**src/rtl/program_loader.sv**
```systemverilog
// Program loader: assembles a byte stream big-endian into instruction words and
// writes them to instruction memory from address 0, holding the CPU while it does.
module program_loader #(
    parameter int DATA_WIDTH = 32,
    parameter int ADDR_WIDTH = 10
) (
    input  logic                  clk,
    input  logic                  rst,
    input  logic                  start,
    input  logic [ADDR_WIDTH:0]   word_count,
    input  logic [7:0]            byte_in,
    input  logic                  byte_valid,
    output logic                  byte_ready,
    output logic                  mem_we,
    output logic [ADDR_WIDTH-1:0] mem_addr,
    output logic [DATA_WIDTH-1:0] mem_data,
    output logic                  busy,
    output logic                  cpu_hold,
    output logic                  done,
    output logic                  error
);

    localparam int BYTES = DATA_WIDTH / 8;
    localparam int IDX_W = (BYTES > 1) ? $clog2(BYTES) : 1;
    localparam logic [ADDR_WIDTH:0] MAX_WORDS = {1'b1, {ADDR_WIDTH{1'b0}}};
    localparam logic [ADDR_WIDTH:0] ONE       = {{ADDR_WIDTH{1'b0}}, 1'b1};

    typedef enum logic [1:0] {IDLE, RECV, WRITE, DONE} state_t;

    state_t                state, state_nxt;
    logic [ADDR_WIDTH:0]   count_q;
    logic [ADDR_WIDTH:0]   wr_cnt_q;
    logic [IDX_W-1:0]      idx_q;
    logic [DATA_WIDTH-1:0] shift_q;
    logic                  error_q;

    logic accept, last_byte, start_ok, start_go, last_word;

    assign accept    = (state == RECV) && byte_valid;
    assign last_byte = accept && (idx_q == IDX_W'(BYTES - 1));
    assign start_ok  = start && ((state == IDLE) || (state == DONE));
    assign start_go  = start_ok && (word_count != '0) && (word_count <= MAX_WORDS);
    // The written-word counter is one bit wider than the address so a full-depth
    // load terminates on the count instead of wrapping back to address 0.
    assign last_word = (wr_cnt_q + ONE) == count_q;

    always_ff @(posedge clk or posedge rst) begin
        if (rst) begin
            state <= IDLE;
        end else begin
            state <= state_nxt;
        end
    end

    always_comb begin
        state_nxt = state;
        case (state)
            IDLE, DONE: begin
                if (start_ok) begin
                    state_nxt = start_go ? RECV : DONE;
                end
            end
            RECV: begin
                if (last_byte) begin
                    state_nxt = WRITE;
                end
            end
            WRITE: begin
                state_nxt = last_word ? DONE : RECV;
            end
            default: state_nxt = IDLE;
        endcase
    end

    always_ff @(posedge clk or posedge rst) begin
        if (rst) begin
            count_q  <= '0;
            wr_cnt_q <= '0;
            idx_q    <= '0;
            error_q  <= 1'b0;
            mem_addr <= '0;
            mem_data <= '0;
        end else begin
            if (start_go) begin
                count_q  <= word_count;
                wr_cnt_q <= '0;
                idx_q    <= '0;
                error_q  <= 1'b0;
            end else if (start_ok) begin
                error_q <= (word_count > MAX_WORDS);
            end
            if (accept) begin
                idx_q <= last_byte ? '0 : idx_q + IDX_W'(1);
            end
            // Output registers only load on the edge into WRITE, so they stay stable elsewhere.
            if (last_byte) begin
                mem_addr <= wr_cnt_q[ADDR_WIDTH-1:0];
                mem_data <= {shift_q[DATA_WIDTH-9:0], byte_in};
            end
            if (state == WRITE) begin
                wr_cnt_q <= wr_cnt_q + ONE;
            end
        end
    end

    // Partial-word shifter; stale bytes are shifted out by a fresh word after reset.
    always_ff @(posedge clk) begin
        if (accept) begin
            shift_q <= {shift_q[DATA_WIDTH-9:0], byte_in};
        end
    end

    assign byte_ready = (state == RECV);
    assign mem_we     = (state == WRITE);
    assign busy       = (state == RECV) || (state == WRITE);
    assign cpu_hold   = busy;
    assign done       = (state == DONE);
    assign error      = error_q;

endmodule
```
**config.mk**
```make
export PLATFORM = sky130hd
export DESIGN_NAME = program_loader
export DESIGN_NICKNAME = d
export VERILOG_FILES = /design/src/rtl/program_loader.sv
export SDC_FILE = /design/constraint.sdc
export NUM_CORES = 1
export LEC_CHECK = 0
export CAP_MARGIN = 15
export CORE_MARGIN = 10
export CORE_UTILIZATION = 27
export CTS_CLUSTER_SIZE = 30
export DETAILED_ROUTE_END_ITERATION = 8
export DONT_BUFFER_PORTS = 1
export GPL_ROUTABILITY_DRIVEN = 0
export SLEW_MARGIN = 20
export SYNTH_ARGS = -nofsm -noshare
export SYNTH_HDL_FRONTEND = slang
export SYNTH_SLANG_ARGS = --single-unit
```
**constraint.sdc**
```tcl
create_clock -name clk -period 4.4 [get_ports clk]
set_input_delay 0 -clock clk [delete_from_list [all_inputs] [get_ports clk]]
set_output_delay 0 -clock clk [all_outputs]
set_load 0.1 [all_outputs]
```
==> results.cfg, run 1 <==
[cts]
cts.clk_slew.worst_paths_ps = 70
cts_resized = 0
h-tree-depth = 3
cts_tree = done
hold_buffers = 22
post_cts_buffers = 0
cts-root-buf = clkbuf_16
cts_buffers = 9
cts.sinks = 93
insertion_delay_ps = 350
cts_buffer_depth = 2

[final_layout]
post-route-util = 0.3227
layout_common_cells = dfrtp_1, mux2_2, edfxtp_1, dlygate4sd3_1, nand2_1
syn_to_final_growth_pct = 17.98
post-route-cell-area_mm2 = 0.004672
layout_commonest_cell = dfrtp_1
drive_gt1_frac = 0.2848
nNetsFinal = 333
antenna-diode-count = 0
fillers = 1422

[yosys]
syn-num-nets = 311
ys_seq_elements = 93
yosysWarnings = 0
async_reset_ff_frac = 0.7419
avgSynthCellArea_um2 = 14.04
syn_inst = 282
synth_top_cell_by_area = dfrtp_1
ys_seq_area_frac = 0.6180
synth_area_mm2 = 0.003960
synth_cell_types = 49
synth_edf_count = 24
synth_area_leaders = dfrtp_1, edfxtp_1, mux2_2
ys.flop_type = dfrtp_1
yosysTopAreaCellShare = 0.4360

[drt]
via_per_inst = 4.671
route.antenna.remaining_nets = 0
wl_um = 8663
drc_errors = 0
dr.pass1.iters = 4
num_vias = 2303
wl_per_cell_um = 17.57
drtIter0Drc = 152

[placement]
io_buffers = 0
dp_hpwl_um = 6079
post_dp_cell_area_mm2 = 0.004140

[critical_path]
critPathBufInv = 2
worstPathCellList = inv_1 > ha_1 > nand2_1 > inv_1 > nand2_2 > mux2_2
r2r_slack_ps = 1400
crit_path_max_incr_delay_ps = 860
arrival_ps = 3230
required_ps = 4630
path_common_cell = inv_1
path_class = flop to flop
r2r-start = state[1]
worstReg2RegEnd = mem_data[7]
crit_path_top_delay_cell = ha_1
critical-path-top-delay-family = adder cells
startpoint_type = flop
path_max_fanout = 42
end_kind = flop
r2r_cells = 6

[timing]
hold_viol = 0
worstMarginPinSlew_ps = 1055
period_minus_slack_ps = 3001
drv_slew = 0
finalCritPeriodShare = 0.6821
hold_ws_ps = 49.67
setup_viol_count_final = 0
rsz0062_at_grt = false
fmax_mhz = 333.2
fin_skew_ps = 10.04
setup_tns_ps = 0
slew_headroom = 0.2964

[global_routing]
grt_usage = 0.08783
grt-ovfl-total = 0
grt_pass1_vias = 2292
grt_pass1_wl_um = 13600
grt_max_degree = 70
antenna_found_initial = 0

[flow_run]
maxCapViolCount = 0

[floorplan]
dieArea_mm2 = 0.01991
dieHeight_um = 141.1
ios = 71
coreArea_mm2 = 0.01448
rows = 44
die_w_um = 141.1
initial_core_util = 0.2735

[outcome]
outcome = completed

[worst_hold_path]
hold_depth = 3
hp-class = primary input to flop
holdPathEnd = state[1]
worstHoldStart = start
==> worst reg2reg max path: cells and delay by family (launching register included) <==
kind	cells	cell delay (ps)
multiplexers	1	550
AND/OR/NAND/NOR	2	810
buffers and inverters	2	240
flip-flops	1	420
adder cells (fa/ha/maj)	1	860
==> per-stage QoR <==
| step | instances | worst slack [ps] |
|---|---|---|
| after floorplan | 282 | 1458 |
| after global placement | 455 | 1458 |
| after detailed placement | 455 | 1369 |
| after CTS | 493 | 1351 |
| after global routing | 493 | 1204 |
| final | 493 | 1399 |
==> area by class of cell <==
cell class,instances,area [um2],share of cell area
clock buffer,9,225.2,0.04821
clock inverter,7,86.33,0.01848
inverter,8,30.03,0.006427
multi-input combinational,166,1403,0.3002
sequential,93,2447,0.5238
tap,184,230.2,0.04928
timing repair buffer,26,250.2,0.05356
==> synthesized netlist by cell type, drive strengths merged, types with 5 or more instances <==
master,n
dfrtp,69
mux2,54
edfxtp,24
nand2,15
o21ai,12
buf,11
inv,8
xnor2,8
a31oi,6
ha,6
nand4,6
nor2,6
a21oi,5
nand2b,5
==> registers in the layout, indices dropped and copies added (netlist names) <==
register	cells
mem_data	32
shift_q	24
count_q	11
wr_cnt_q	11
mem_addr	10
idx_q	2
state	2
error	1
==> worst max-delay path by stage <==
stage | start | endpoint | slack, ps | depth (start not counted)
global placement | state[1] | mem_data[12] | 1460 | 6
global route | state[1] | mem_addr[0] | 1200 | 6
CTS | state[1] | mem_addr[0] | 1350 | 6
floorplan | state[1] | mem_addr[0] | 1460 | 7
finish | state[1] | mem_data[7] | 1400 | 6
detailed placement | state[1] | mem_data[13] | 1370 | 6
==> cell families (layout without fill, tap and decap cells) <==
group,after synthesis,after routing,synth area share
compound gates,37,37,0.06415
xor+xnor,13,13,0.03223
fa+ha+maj,6,6,0.01896
buf+inv,23,50,0.02907
flops,93,93,0.6180
mux,55,55,0.1561
simple gates,55,55,0.08152
==> metal layers <==
layer | part of all wire | track usage | vias up
met2 | 0.47 | 0.1312 | 59
li1 | - | - | 1075
met3 | 0.059 | 0.02318 | 13
met4 | 0.023 | 0.04728 | 0
met1 | 0.45 | 0.1132 | 1156
met5 | 0 | 0 | -
Power of run 1 is left out: the tool's default activity adds up to more than one toggle a clock period on the data nets, which glitch-free logic cannot reach.
==> run 2: changes to the inputs <==
==> constraint.sdc (replaced) <==
create_clock -name clk -period 2.6 [get_ports clk]
set_input_delay 0 -clock clk [delete_from_list [all_inputs] [get_ports clk]]
set_output_delay 0 -clock clk [all_outputs]
set_load 0.1 [all_outputs]
==> run 2 against run 1 <==
  * Via count increased by 0.22%
  * Utilization rose by 0.29 points
  * Fmax increased by 44%
  * Cell area up 0.91%
  * Register-to-register slack worse by 880 ps
  * Sequential cell count unchanged
  * Critical path type unchanged
  * Die area stayed put
  * Clock skew fell by 4.0 ps
  * Sequential share of layout area fell by 0.47 points
==> results.cfg, run 2 (synthesis gave the netlist of run 1 again) <==
[timing]
fmax_mhz = 480.6
rsz0062_at_grt = false
fin_skew_ps = 6.048
drv_slew = 0
finalCritPeriodShare = 0.8003
slew_headroom = 0.3457
period_minus_slack_ps = 2081
worstMarginPinSlew_ps = 981.4
setup_tns_ps = 0
hold_viol = 0
setup_viol_count_final = 0

[drt]
drc_errors = 0
dr.pass1.iters = 4
wl_per_cell_um = 17.37
wl_um = 8667
via_per_inst = 4.625
num_vias = 2308
drtIter0Drc = 143
route.antenna.remaining_nets = 0

[critical_path]
path_max_fanout = 7
crit_path_max_incr_delay_ps = 470
crit_path_top_delay_cell = dfrtp_1
arrival_ps = 2320
path_class = flop to flop
r2r_cells = 6
worstPathCellList = ha_1 > and3_2 > nand4_1 > o221ai_1 > o21ai_0 > o41ai_2
end_kind = flop
r2r_slack_ps = 520
startpoint_type = flop
required_ps = 2840

[cts]
cts_tree = done
cts-root-buf = clkbuf_16
cts_buffers = 9
h-tree-depth = 3
cts.clk_slew.worst_paths_ps = 70
cts.sinks = 93
cts_buffer_depth = 2
insertion_delay_ps = 350
cts_resized = 0

[placement]
post_dp_cell_area_mm2 = 0.004193
dp_hpwl_um = 6127
io_buffers = 0

[floorplan]
ios = 71
coreArea_mm2 = 0.01448
die_w_um = 141.1
rows = 44
dieArea_mm2 = 0.01991
initial_core_util = 0.2735
dieHeight_um = 141.1

[global_routing]
grt_pass1_wl_um = 14010
grt_max_degree = 67
grt-ovfl-total = 0
antenna_found_initial = 0
grt_pass1_vias = 2466
grt_usage = 0.08992

[flow_run]
maxCapViolCount = 0

[final_layout]
largest_register = mem_data
drive_gt1_frac = 0.2984
nNetsFinal = 339
largest_reg_flops = 32
layout_commonest_cell = dfrtp_1
syn_to_final_growth_pct = 19.05
post-route-cell-area_mm2 = 0.004715
layout_common_cells = dfrtp_1, mux2_2, edfxtp_1, dlygate4sd3_1, nand2_1
reg_top3 = mem_data x32, shift_q x24
antenna-diode-count = 0

[worst_hold_path]
hold_depth = 3
hp-class = primary input to flop

[outcome]
outcome = completed
==> run 2: cell count changes in the layout (fill, tap and decap cells not counted), sizes merged <==
| cell | change |
|---|---|
| clkinv | -1 |
| inv | +1 |
| dlygate4sd3 | +1 |
| buf | +5 |
| bufinv | -1 |
| clkinvlp | +1 |
==> run 2: layer usage <==
metal	global-route usage	routed length [um]	up-vias	share of wire
li1	-	-	1086	-
met1	0.1092	3735	1165	0.43
met2	0.1397	4219	50	0.49
met3	0.03426	592	7	0.068
met4	0.03696	121	0	0.014
met5	0	0	-	0
==> run 2: final timing paths <==
check	start	to
min	word_count[10]	error
max in group asynchronous	rst	mem_addr[7]
max reg2reg	wr_cnt_q[0]	state[1]
max	wr_cnt_q[0]	state[1]
min reg2reg	shift_q[15]	shift_q[23]
min in group asynchronous	rst	mem_data[12]
==> run 2: final cells by class <==
cell class              instances  area, um2
clock buffers                   9      225.2
clock inverters                 7      66.31
fillers                      1416       9764
inverters                       8      30.03
multi-input cells             166       1405
flip-flops and latches         93       2447
well taps                     184      230.2
repair buffers                 32      310.3
==> run 2: repair_timing <==
action | in CTS | in global routing
hold buffers | 23 | 0
buffers inserted | 0 | 0
endpoints found under the hold margin | 101 | 0
==> run 2: per-stage QoR <==
stage | setup WS (ps) | hold WS (ps) | utilization | instances
finish | 519.2 | 68.34 | 0.3256 | 499
global route | 366.0 | 89.09 | 0.3256 | 499
CTS | 534.5 | 57.24 | 0.3256 | 499
detailed placement | 549.5 | -250.4 | 0.2896 | 460
global placement | 719.5 | -249.1 | 0.2896 | 460
floorplan | 4.297 | 98.87 | - | 282
==> run 2: worst max-delay path: cells and delay by family, from the launching register on <==
family          cells  cell delay, ps
simple gates        2             430
fa+ha+maj           1             300
compound gates      3             780
flops               1             470
Power of run 2 is left out for the same reason.
